==> src/rtl/conv_frame_sequencer.sv <==
// conv_frame_sequencer
// One start pulse walks NUM_DIM frames of IMG_H x IMG_W pixels out of the
// image buffer into con_top. The read for each pixel is issued one cycle
// before the pixel is presented, because rd_data arrives one cycle after
// rd_en. Frames are contiguous in the buffer, so a single incrementing
// pointer replaces the base + dim*N + row*IMG_W + col arithmetic, and
// addresses wrap modulo 2^ADDR_W.
//
// Handshake: start is honoured only in IDLE. abort in any other state
// returns to IDLE on the next edge, and all strobes drop from then on.
// done pulses for one cycle after a run that was not aborted.
//
// Optional feature macro: CONV_SEQ_PERF_EN adds perf_cycles, the number
// of busy cycles of the most recent completed run.
module conv_frame_sequencer #(
    parameter int DATA_W  = 16,
    parameter int ADDR_W  = 16,
    parameter int IMG_W   = 32,
    parameter int IMG_H   = 35,
    parameter int NUM_DIM = 5
) (
    input  logic              clk,
    input  logic              rst,
    input  logic              start,
    input  logic              abort,
    input  logic [ADDR_W-1:0] cfg_base,
    output logic              rd_en,
    output logic [ADDR_W-1:0] rd_addr,
    input  logic [DATA_W-1:0] rd_data,
    output logic [DATA_W-1:0] ima_out,
    output logic              ena_out,
    output logic              frame_start_out,
    output logic              frame_start_dim_out,
    output logic              line_start_out,
    output logic              frame_end_out,
    output logic              frame_end_dim_out,
    output logic              busy,
    output logic              done
`ifdef CONV_SEQ_PERF_EN
    ,
    output logic [31:0]       perf_cycles
`endif
);

    localparam int COL_W = (IMG_W > 1) ? $clog2(IMG_W) : 1;
    localparam int ROW_W = (IMG_H > 1) ? $clog2(IMG_H) : 1;
    localparam int DIM_W = (NUM_DIM > 1) ? $clog2(NUM_DIM) : 1;

    localparam logic [COL_W-1:0] COL_LAST = COL_W'(IMG_W - 1);
    localparam logic [ROW_W-1:0] ROW_LAST = ROW_W'(IMG_H - 1);
    localparam logic [DIM_W-1:0] DIM_LAST = DIM_W'(NUM_DIM - 1);

    typedef enum logic [1:0] {
        IDLE   = 2'd0,
        FSTART = 2'd1,
        PIXEL  = 2'd2,
        DONE   = 2'd3
    } state_t;

    state_t            state;
    state_t            state_n;
    logic [COL_W-1:0]  col;
    logic [COL_W-1:0]  col_n;
    logic [ROW_W-1:0]  row;
    logic [ROW_W-1:0]  row_n;
    logic [DIM_W-1:0]  dim;
    logic [DIM_W-1:0]  dim_n;

    // Address of the next read to issue, and the address used this cycle.
    logic [ADDR_W-1:0] next_addr;
    logic [ADDR_W-1:0] issue_addr;

    // Values the registered outputs take on the next edge.
    logic              busy_n;
    logic              done_n;
    logic              ena_n;
    logic              fs_n;
    logic              fsd_n;
    logic              ls_n;
    logic              fe_n;
    logic              fed_n;
    logic              rd_en_n;
    logic              last_n;

    // State and pixel-position registers.
    always_ff @(posedge clk or posedge rst) begin
        if (rst) begin
            state <= IDLE;
            col   <= '0;
            row   <= '0;
            dim   <= '0;
        end else begin
            state <= state_n;
            col   <= col_n;
            row   <= row_n;
            dim   <= dim_n;
        end
    end

    // Next state, next position and the output values for the next cycle.
    always_comb begin
        state_n = state;
        col_n   = col;
        row_n   = row;
        dim_n   = dim;
        case (state)
            IDLE: begin
                if (start) begin
                    state_n = FSTART;
                    col_n   = '0;
                    row_n   = '0;
                    dim_n   = '0;
                end
            end
            FSTART: begin
                state_n = PIXEL;
                col_n   = '0;
                row_n   = '0;
            end
            PIXEL: begin
                if (col == COL_LAST && row == ROW_LAST) begin
                    if (dim == DIM_LAST) begin
                        state_n = DONE;
                    end else begin
                        state_n = FSTART;
                        dim_n   = dim + DIM_W'(1);
                    end
                end else if (col == COL_LAST) begin
                    col_n = '0;
                    row_n = row + ROW_W'(1);
                end else begin
                    col_n = col + COL_W'(1);
                end
            end
            DONE: begin
                state_n = IDLE;
            end
            default: begin
                state_n = IDLE;
            end
        endcase

        // Abort wins over whatever transition was about to happen.
        if (abort && state != IDLE) begin
            state_n = IDLE;
        end

        busy_n  = 1'b0;
        done_n  = 1'b0;
        ena_n   = 1'b0;
        fs_n    = 1'b0;
        fsd_n   = 1'b0;
        ls_n    = 1'b0;
        fe_n    = 1'b0;
        fed_n   = 1'b0;
        rd_en_n = 1'b0;
        last_n  = (col_n == COL_LAST) && (row_n == ROW_LAST);
        case (state_n)
            FSTART: begin
                busy_n  = 1'b1;
                fs_n    = 1'b1;
                fsd_n   = (dim_n == '0);
                ls_n    = 1'b1;
                rd_en_n = 1'b1;
            end
            PIXEL: begin
                busy_n  = 1'b1;
                ena_n   = 1'b1;
                ls_n    = (col_n == COL_LAST) && (row_n < ROW_LAST);
                fe_n    = last_n;
                fed_n   = last_n && (dim_n == DIM_LAST);
                rd_en_n = !last_n;
            end
            DONE: begin
                done_n = 1'b1;
            end
            default: begin
            end
        endcase
    end

    // A new run reads from cfg_base; otherwise continue from the pointer.
    assign issue_addr = (state == IDLE) ? cfg_base : next_addr;

    // Registered strobes and the buffer read port.
    always_ff @(posedge clk or posedge rst) begin
        if (rst) begin
            busy                <= 1'b0;
            done                <= 1'b0;
            ena_out             <= 1'b0;
            frame_start_out     <= 1'b0;
            frame_start_dim_out <= 1'b0;
            line_start_out      <= 1'b0;
            frame_end_out       <= 1'b0;
            frame_end_dim_out   <= 1'b0;
            rd_en               <= 1'b0;
            rd_addr             <= '0;
            next_addr           <= '0;
        end else begin
            busy                <= busy_n;
            done                <= done_n;
            ena_out             <= ena_n;
            frame_start_out     <= fs_n;
            frame_start_dim_out <= fsd_n;
            line_start_out      <= ls_n;
            frame_end_out       <= fe_n;
            frame_end_dim_out   <= fed_n;
            rd_en               <= rd_en_n;
            if (rd_en_n) begin
                rd_addr   <= issue_addr;
                next_addr <= issue_addr + ADDR_W'(1);
            end
        end
    end

    // The pixel is the read data of the previous cycle, gated to 0 when idle.
    assign ima_out = ena_out ? rd_data : '0;

`ifdef CONV_SEQ_PERF_EN
    logic [31:0] run_cycles;

    // Count busy cycles of the current run; publish only when it completes.
    always_ff @(posedge clk or posedge rst) begin
        if (rst) begin
            run_cycles  <= '0;
            perf_cycles <= '0;
        end else begin
            if (state == IDLE && start) begin
                run_cycles <= '0;
            end else if (busy) begin
                run_cycles <= run_cycles + 32'd1;
            end
            if (done) begin
                perf_cycles <= run_cycles;
            end
        end
    end
`endif

endmodule

==> config.mk <==
export PLATFORM = sky130hd
export DESIGN_NAME = conv_frame_sequencer
export DESIGN_NICKNAME = d
export VERILOG_FILES = /design/src/rtl/conv_frame_sequencer.sv
export SDC_FILE = /design/constraint.sdc
export NUM_CORES = 1
export LEC_CHECK = 0
export BUFFER_PORTS_ARGS = -buffer_cell sky130_fd_sc_hd__buf_2
export CAP_MARGIN = 30
export CORE_MARGIN = 4
export CORE_UTILIZATION = 45
export DETAILED_ROUTE_END_ITERATION = 6
export GPL_TIMING_DRIVEN = 0
export PLACE_DENSITY = 0.68
export SLEW_MARGIN = 20
export SYNTH_ARGS = -nofsm -noshare
export SYNTH_HDL_FRONTEND = slang
export SYNTH_SLANG_ARGS = --single-unit
==> constraint.sdc <==
create_clock -name clk -period 4.2 [get_ports clk]
set_clock_uncertainty 0.15 [all_clocks]
set_input_delay 1.26 -clock clk [delete_from_list [all_inputs] [get_ports clk]]
set_output_delay 1.26 -clock clk [all_outputs]
set_load 0.05 [all_outputs]
Word-level counts from Yosys, hierarchy flattened
Index checks and enable logic that the tools add are counted.
Widths: inputs -> output; s select.
{"block": "word_totals", "regBits": 57, "inputBits": 36, "elab_cells": 70, "out_inout_bits": 41}
{"block": "op_classes", "order_cmp": 1, "add_sub_neg": 4, "reduce_logical": 10, "mux": 28, "n_eq_ne": 12}
{"operator": "$mux 16", "n": 2}
{"operator": "$mux 6", "n": 3}
{"operator": "$pmux 6 s3", "n": 1}
{"operator": "$add 16x1->16 const B", "n": 1}
{"operator": "$mux 5", "n": 3}
{"operator": "$pmux 5 s3", "n": 1}
{"operator": "$eq 6x6->1 const B", "n": 2}
{"operator": "$eq 5x5->1 const B", "n": 2}
{"operator": "$mux 3", "n": 3}
{"operator": "$eq 2x2->1 const B", "n": 4}
{"operator": "$mux 2", "n": 4}
{"operator": "$pmux 2 s4", "n": 1}
{"operator": "$mux 1", "n": 7}
{"operator": "$add 6x1->6 const B", "n": 1}
{"operator": "$eq 3x3->1 const B", "n": 2}
{"operator": "$lt 6x6->1 const B", "n": 1}
{"operator": "$pmux 3 s2", "n": 1}
{"operator": "$add 5x1->5 const B", "n": 1}
{"operator": "$logic_and 1x1->1", "n": 5}
{"operator": "$eq 2x1->1 const B", "n": 2}
{"operator": "$pmux 1 s2", "n": 2}
{"operator": "$add 3x1->3 const B", "n": 1}
{"operator": "$logic_not 3->1", "n": 1}
{"operator": "$logic_not 2->1", "n": 1}
{"operator": "other kinds (3)", "n": 3}

Logic depth before layout (Yosys ltp)
{"block": "depth", "depth_word": 8, "ltp_mapped": 17, "depth_no_buf": 15}

Worst setup path before layout
OpenSTA, ideal clock, no wires.
{"block": "synth_timing", "path_type": "register -> register", "startpoint": "reg state[0]", "endpoint": "reg next_addr[14]", "arrival_time_ns": 3.096, "setup_slack_ns": 0.817, "period_less_slack_ns": 3.383, "path_buffers": 3, "setup_ns": 0.137, "path_stages_with_launch": 15, "t_required_ns": 3.913, "path_cell_list": "dfrtp_1 -> buf_4 -> nor2_1 -> clkbuf_1 -> buf_1 -> nand2_1 -> nand2_1 -> ha_1 -> a21boi_2 -> nand3_1 -> a21o_1 -> nor4_2 -> mux2_2 -> a21oi_1 -> a21oi_1"}
{"block": "synth_between", "word_cells_on_any_way": 21, "classes_between": "add/sub: 1; eq/ne: 7; mux: 8; reduce/logical: 5"}
{"element": "from (decl)", "line": "60", "source": "state_t state;"}
{"element": "from (signal assigned)", "line": "93", "source": "state <= state_n;"}
{"element": "$logic_not 2->1", "line": "183", "source": "assign issue_addr = (state == IDLE) ? cfg_base : next_addr;"}
{"element": "$mux 16", "line": "183"}
{"element": "named net issue_addr[1]", "line": "71", "source": "logic [ADDR_W-1:0] issue_addr;"}
{"element": "$add 16x1->16", "line": "211", "source": "next_addr <= issue_addr + ADDR_W'(1);"}
{"element": "to (signal assigned)", "line": "211"}
{"element": "to (decl)", "line": "70", "source": "logic [ADDR_W-1:0] next_addr;"}
The timed path passes the listed nets, and every way through them passes these cells.
A chain may end at the register's enable or synchronous reset.

Worst setup path in the final report
{"block": "layout_timing", "startpoint": "reg state[1]", "endpoint": "reg next_addr[14]"}
Same word-level chain as after synthesis.

==> metrics.txt <==
# TYPE chip_impl_metric gauge
chip_impl_metric{name="edff_count_synth",unit=""} 0
chip_impl_metric{name="coreArea",unit="µm²"} 7770
chip_impl_metric{name="post-route-period-util",unit="%"} 92.9
chip_impl_metric{name="antennaDiodeCount",unit=""} 0
chip_impl_metric{name="drive_above_1_share",unit="%"} 27.4
chip_impl_metric{name="post_synth_num_cell_types",unit=""} 60
chip_impl_metric{name="ant_nets",unit=""} 0
chip_impl_metric{name="vias_per_cell",unit=""} 5.62
chip_impl_metric{name="cts_buffers",unit=""} 9
chip_impl_metric{name="fmaxAchievable",unit="MHz"} 256
chip_impl_info{name="tritoncts",value="yes"} 1
chip_impl_metric{name="fin_nets",unit=""} 531
chip_impl_metric{name="place_congestion",unit=""} 0.842
chip_impl_metric{name="syn_to_final_growth",unit="%"} 19.7
chip_impl_metric{name="synth_cells",unit=""} 397
chip_impl_metric{name="post_layout_nonfiller_instances",unit=""} 591
chip_impl_metric{name="static-leakage-power",unit="µW"} 0.00207
chip_impl_metric{name="io-pin-count",unit=""} 77
chip_impl_metric{name="fin_area",unit="µm²"} 4330
chip_impl_metric{name="number_of_global_route_vias_before_repair",unit=""} 3346
chip_impl_info{name="kind_of_start_point_of_the_critical_path",value="flip-flop"} 1
chip_impl_metric{name="crit_path_max_fanout",unit=""} 10
chip_impl_metric{name="fp.dieW",unit="µm"} 97.6
chip_impl_info{name="outcome",value="finished, final reports clean"} 1
chip_impl_metric{name="cts.clk_slew.worst_paths",unit="ns"} 0.07
chip_impl_metric{name="layout_min_cycle_time",unit="ns"} 3.90
chip_impl_metric{name="cts.htree.levels",unit=""} 3
chip_impl_metric{name="design_power_total",unit="µW"} 2380
chip_impl_info{name="hold_class",value="reg -> reg"} 1
chip_impl_info{name="worst_setup_path_end_kind",value="flip-flop"} 1
chip_impl_metric{name="finalMaxSlewViolations",unit=""} 0
chip_impl_metric{name="detailedRoute.firstPassIterationCount",unit=""} 5
chip_impl_metric{name="cp.arrival",unit="ns"} 3.97
chip_impl_info{name="dominantRegCellSynth",value="sky130_fd_sc_hd__dfrtp_1"} 1
chip_impl_metric{name="syn-num-nets",unit=""} 444
chip_impl_metric{name="antenna_found_initial",unit=""} 0
chip_impl_metric{name="report.final.hold_viol_count",unit=""} 0
chip_impl_metric{name="drv.max_cap_violation_count",unit=""} 0
chip_impl_metric{name="fin_worst_hold_slack",unit="ns"} 0.354
chip_impl_metric{name="setup_viol",unit=""} 0
chip_impl_info{name="synth_most_common_cell",value="sky130_fd_sc_hd__dfrtp_1"} 1
chip_impl_metric{name="setup.reg_to_reg.worst_slack",unit="ns"} 0.30
chip_impl_info{name="worstSetupPathType",value="reg -> reg"} 1
chip_impl_metric{name="worstMarginPinSlew",unit="ns"} 0.697
chip_impl_metric{name="initial_utilization",unit="%"} 46.6
chip_impl_metric{name="clock_path_buffers",unit=""} 2
chip_impl_metric{name="global_route.usage.total",unit="%"} 20.7
chip_impl_metric{name="critical_path_required",unit="ns"} 4.26
chip_impl_metric{name="synth.yosys.seq_area_share",unit="%"} 39.4
chip_impl_metric{name="vias",unit=""} 3323
chip_impl_metric{name="async_flop_share",unit="%"} 100
chip_impl_metric{name="ir_worst_vdd",unit="µV"} 208
chip_impl_metric{name="cts_post_setup_buffers_inserted",unit=""} 0
chip_impl_info{name="yosysTopAreaCell",value="sky130_fd_sc_hd__dfrtp_1"} 1
chip_impl_metric{name="placed_cells",unit=""} 575
chip_impl_metric{name="detail_route.wl_per_cell",unit="µm"} 16.2
chip_impl_metric{name="detail_route.drc_violations",unit=""} 0
chip_impl_info{name="cts_root_buf",value="sky130_fd_sc_hd__clkbuf_8"} 1
chip_impl_metric{name="synth_top_cell_area_share",unit="%"} 39.4
chip_impl_metric{name="worstSkewPairLatency",unit="ns"} 0.35
chip_impl_metric{name="grt_pass1_wl",unit="mm"} 16.1
chip_impl_metric{name="register_bit_total_from_synthesis",unit=""} 57
chip_impl_info{name="rsz0062_at_grt",value="false"} 1
chip_impl_metric{name="syn_area",unit="µm²"} 3620
chip_impl_info{name="synth_top_cells_by_count",value="sky130_fd_sc_hd__dfrtp_1, sky130_fd_sc_hd__a21oi_1, sky130_fd_sc_hd__nand2_1"} 1
chip_impl_metric{name="postSynthAreaPerCell",unit="µm²"} 9.11
chip_impl_metric{name="die_area",unit="µm²"} 9530
chip_impl_metric{name="ys.warnings.count",unit=""} 0
chip_impl_metric{name="dp_hpwl",unit="mm"} 6.96
chip_impl_metric{name="timing.slew.headroom",unit="%"} 53.5
chip_impl_metric{name="power_density_of_the_placed_cells",unit="nW/µm²"} 550
chip_impl_metric{name="wl",unit="mm"} 9.57
chip_impl_metric{name="post_dp_cell_area",unit="µm²"} 4130
chip_impl_metric{name="pin_count_of_the_biggest_net_entering_global_routing",unit=""} 58
chip_impl_metric{name="overflow",unit=""} 0
chip_impl_metric{name="clock_sink_count",unit=""} 57
chip_impl_metric{name="die_height",unit="µm"} 97.6
chip_impl_info{name="synth.area.top_cells",value="sky130_fd_sc_hd__dfrtp_1, sky130_fd_sc_hd__a21oi_1, sky130_fd_sc_hd__and2_1"} 1
chip_impl_metric{name="detail_route.iter0.violations",unit=""} 206
chip_impl_metric{name="placement.io_buffers",unit=""} 76
chip_impl_metric{name="fp-row-count",unit=""} 32
==> stage by stage <==
step	setup TNS [ns]	utilization (%)	worst slack (ns)
after global routing	0	55.7	0.00600
final	0	55.7	0.297
after global placement	-0.113	53.1	-0.113
after floorplan	0	-	0.817
after CTS	0	55.7	0.164
after detailed placement	-0.230	53.1	-0.216
==> layout by cell type, fill, tap and decap left out, types with 4 or more instances in the layout <==
cell type	n
sky130_fd_sc_hd__a21o_1	7
sky130_fd_sc_hd__and2_1	24
sky130_fd_sc_hd__a21oi_1	50
sky130_fd_sc_hd__nor2_1	26
sky130_fd_sc_hd__a21oi_2	4
sky130_fd_sc_hd__o31ai_1	9
sky130_fd_sc_hd__clkbuf_8	10
sky130_fd_sc_hd__o21ai_0	18
sky130_fd_sc_hd__nand2_1	39
sky130_fd_sc_hd__nand3_1	10
sky130_fd_sc_hd__a31oi_1	7
sky130_fd_sc_hd__mux2_2	4
sky130_fd_sc_hd__dfrtp_1	57
sky130_fd_sc_hd__buf_2	79
sky130_fd_sc_hd__buf_6	6
sky130_fd_sc_hd__a22o_1	4
sky130_fd_sc_hd__clkbuf_1	10
sky130_fd_sc_hd__o211ai_1	8
sky130_fd_sc_hd__mux2i_1	11
sky130_fd_sc_hd__and3_1	9
sky130_fd_sc_hd__nand4b_1	4
sky130_fd_sc_hd__inv_1	9
sky130_fd_sc_hd__nand2b_1	5
sky130_fd_sc_hd__or3_1	8
sky130_fd_sc_hd__ha_1	11
==> metal layers <==
metal / part of all wire (%) / up-vias / global-route usage [%]
li1: - / 1606 / -
met1: 43 / 1607 / 26.7
met2: 49 / 92 / 34.3
met3: 5.9 / 18 / 5.53
met4: 1.6 / 0 / 5.86
met5: 0 / - / 0
==> what timing repair did <==
item                                    CTS  global route
cloned                                    0             0
endpoints found under the setup margin    2             1
pin swaps                                 0             0
gates resized for setup                   2             2
hold buffers                              0             0
==> path summary, 6_finish.rpt <==
check,from,to,depth (start not counted)
min in group asynchronous,rst,next_addr[2],2
max,state[1],next_addr[14],14
max reg2reg,state[1],next_addr[14],14
min,rd_addr[1],rd_addr[1],1
max in group asynchronous,rst,next_addr[8],2
min reg2reg,rd_addr[1],rd_addr[1],1
==> flip-flops by register name, indices dropped and copies added, names as in the netlist <==
signal,flops
state,2
dim,3
frame_end_dim_out,1
done,1
next_addr,16
frame_start_out,1
rd_en,1
row,6
frame_start_dim_out,1
col,5
line_start_out,1
rd_addr,16
frame_end_out,1
ena_out,1
busy,1
==> critical path, cell delays in order, from the launching register on <==
cell and delay, ns:
sky130_fd_sc_hd__dfrtp_1 0.39, sky130_fd_sc_hd__buf_6 0.15, sky130_fd_sc_hd__nor2_2 0.35, sky130_fd_sc_hd__clkbuf_2 0.34, sky130_fd_sc_hd__buf_2 0.31, sky130_fd_sc_hd__nand2_1 0.10
sky130_fd_sc_hd__nand2_1 0.08, sky130_fd_sc_hd__ha_1 0.21, sky130_fd_sc_hd__a21boi_2 0.29, sky130_fd_sc_hd__nand3_1 0.22, sky130_fd_sc_hd__a21o_1 0.31, sky130_fd_sc_hd__nor4_2 0.28
sky130_fd_sc_hd__mux2_2 0.38, sky130_fd_sc_hd__a21oi_1 0.14, sky130_fd_sc_hd__a21oi_1 0.06
==> power breakdown <==
part           leakage (µW)  total (µW)  internal [µW]  switching (µW)
clock network     0.0000953         517            288             229
logic               0.00127        1020            307             709
registers          0.000702         849            719             130
==> kinds of logic after synthesis <==
family | synth area share, %
flops | 39.4
simple gates | 24.5
mux | 5.33
fa+ha+maj | 3.81
compound gates | 22.2
buf+inv | 4.74
==> cell type report <==
type	instances	area [µm²]
well taps	102	128
repair buffers	76	380
flip-flops and latches	57	1430
fillers	726	3440
clock inverters	5	55.1
multi-input cells	309	2020
clock buffers	11	141
inverters	10	40.0
plain buffers	21	136
Note: power is estimated with default switching activity, not from simulation.
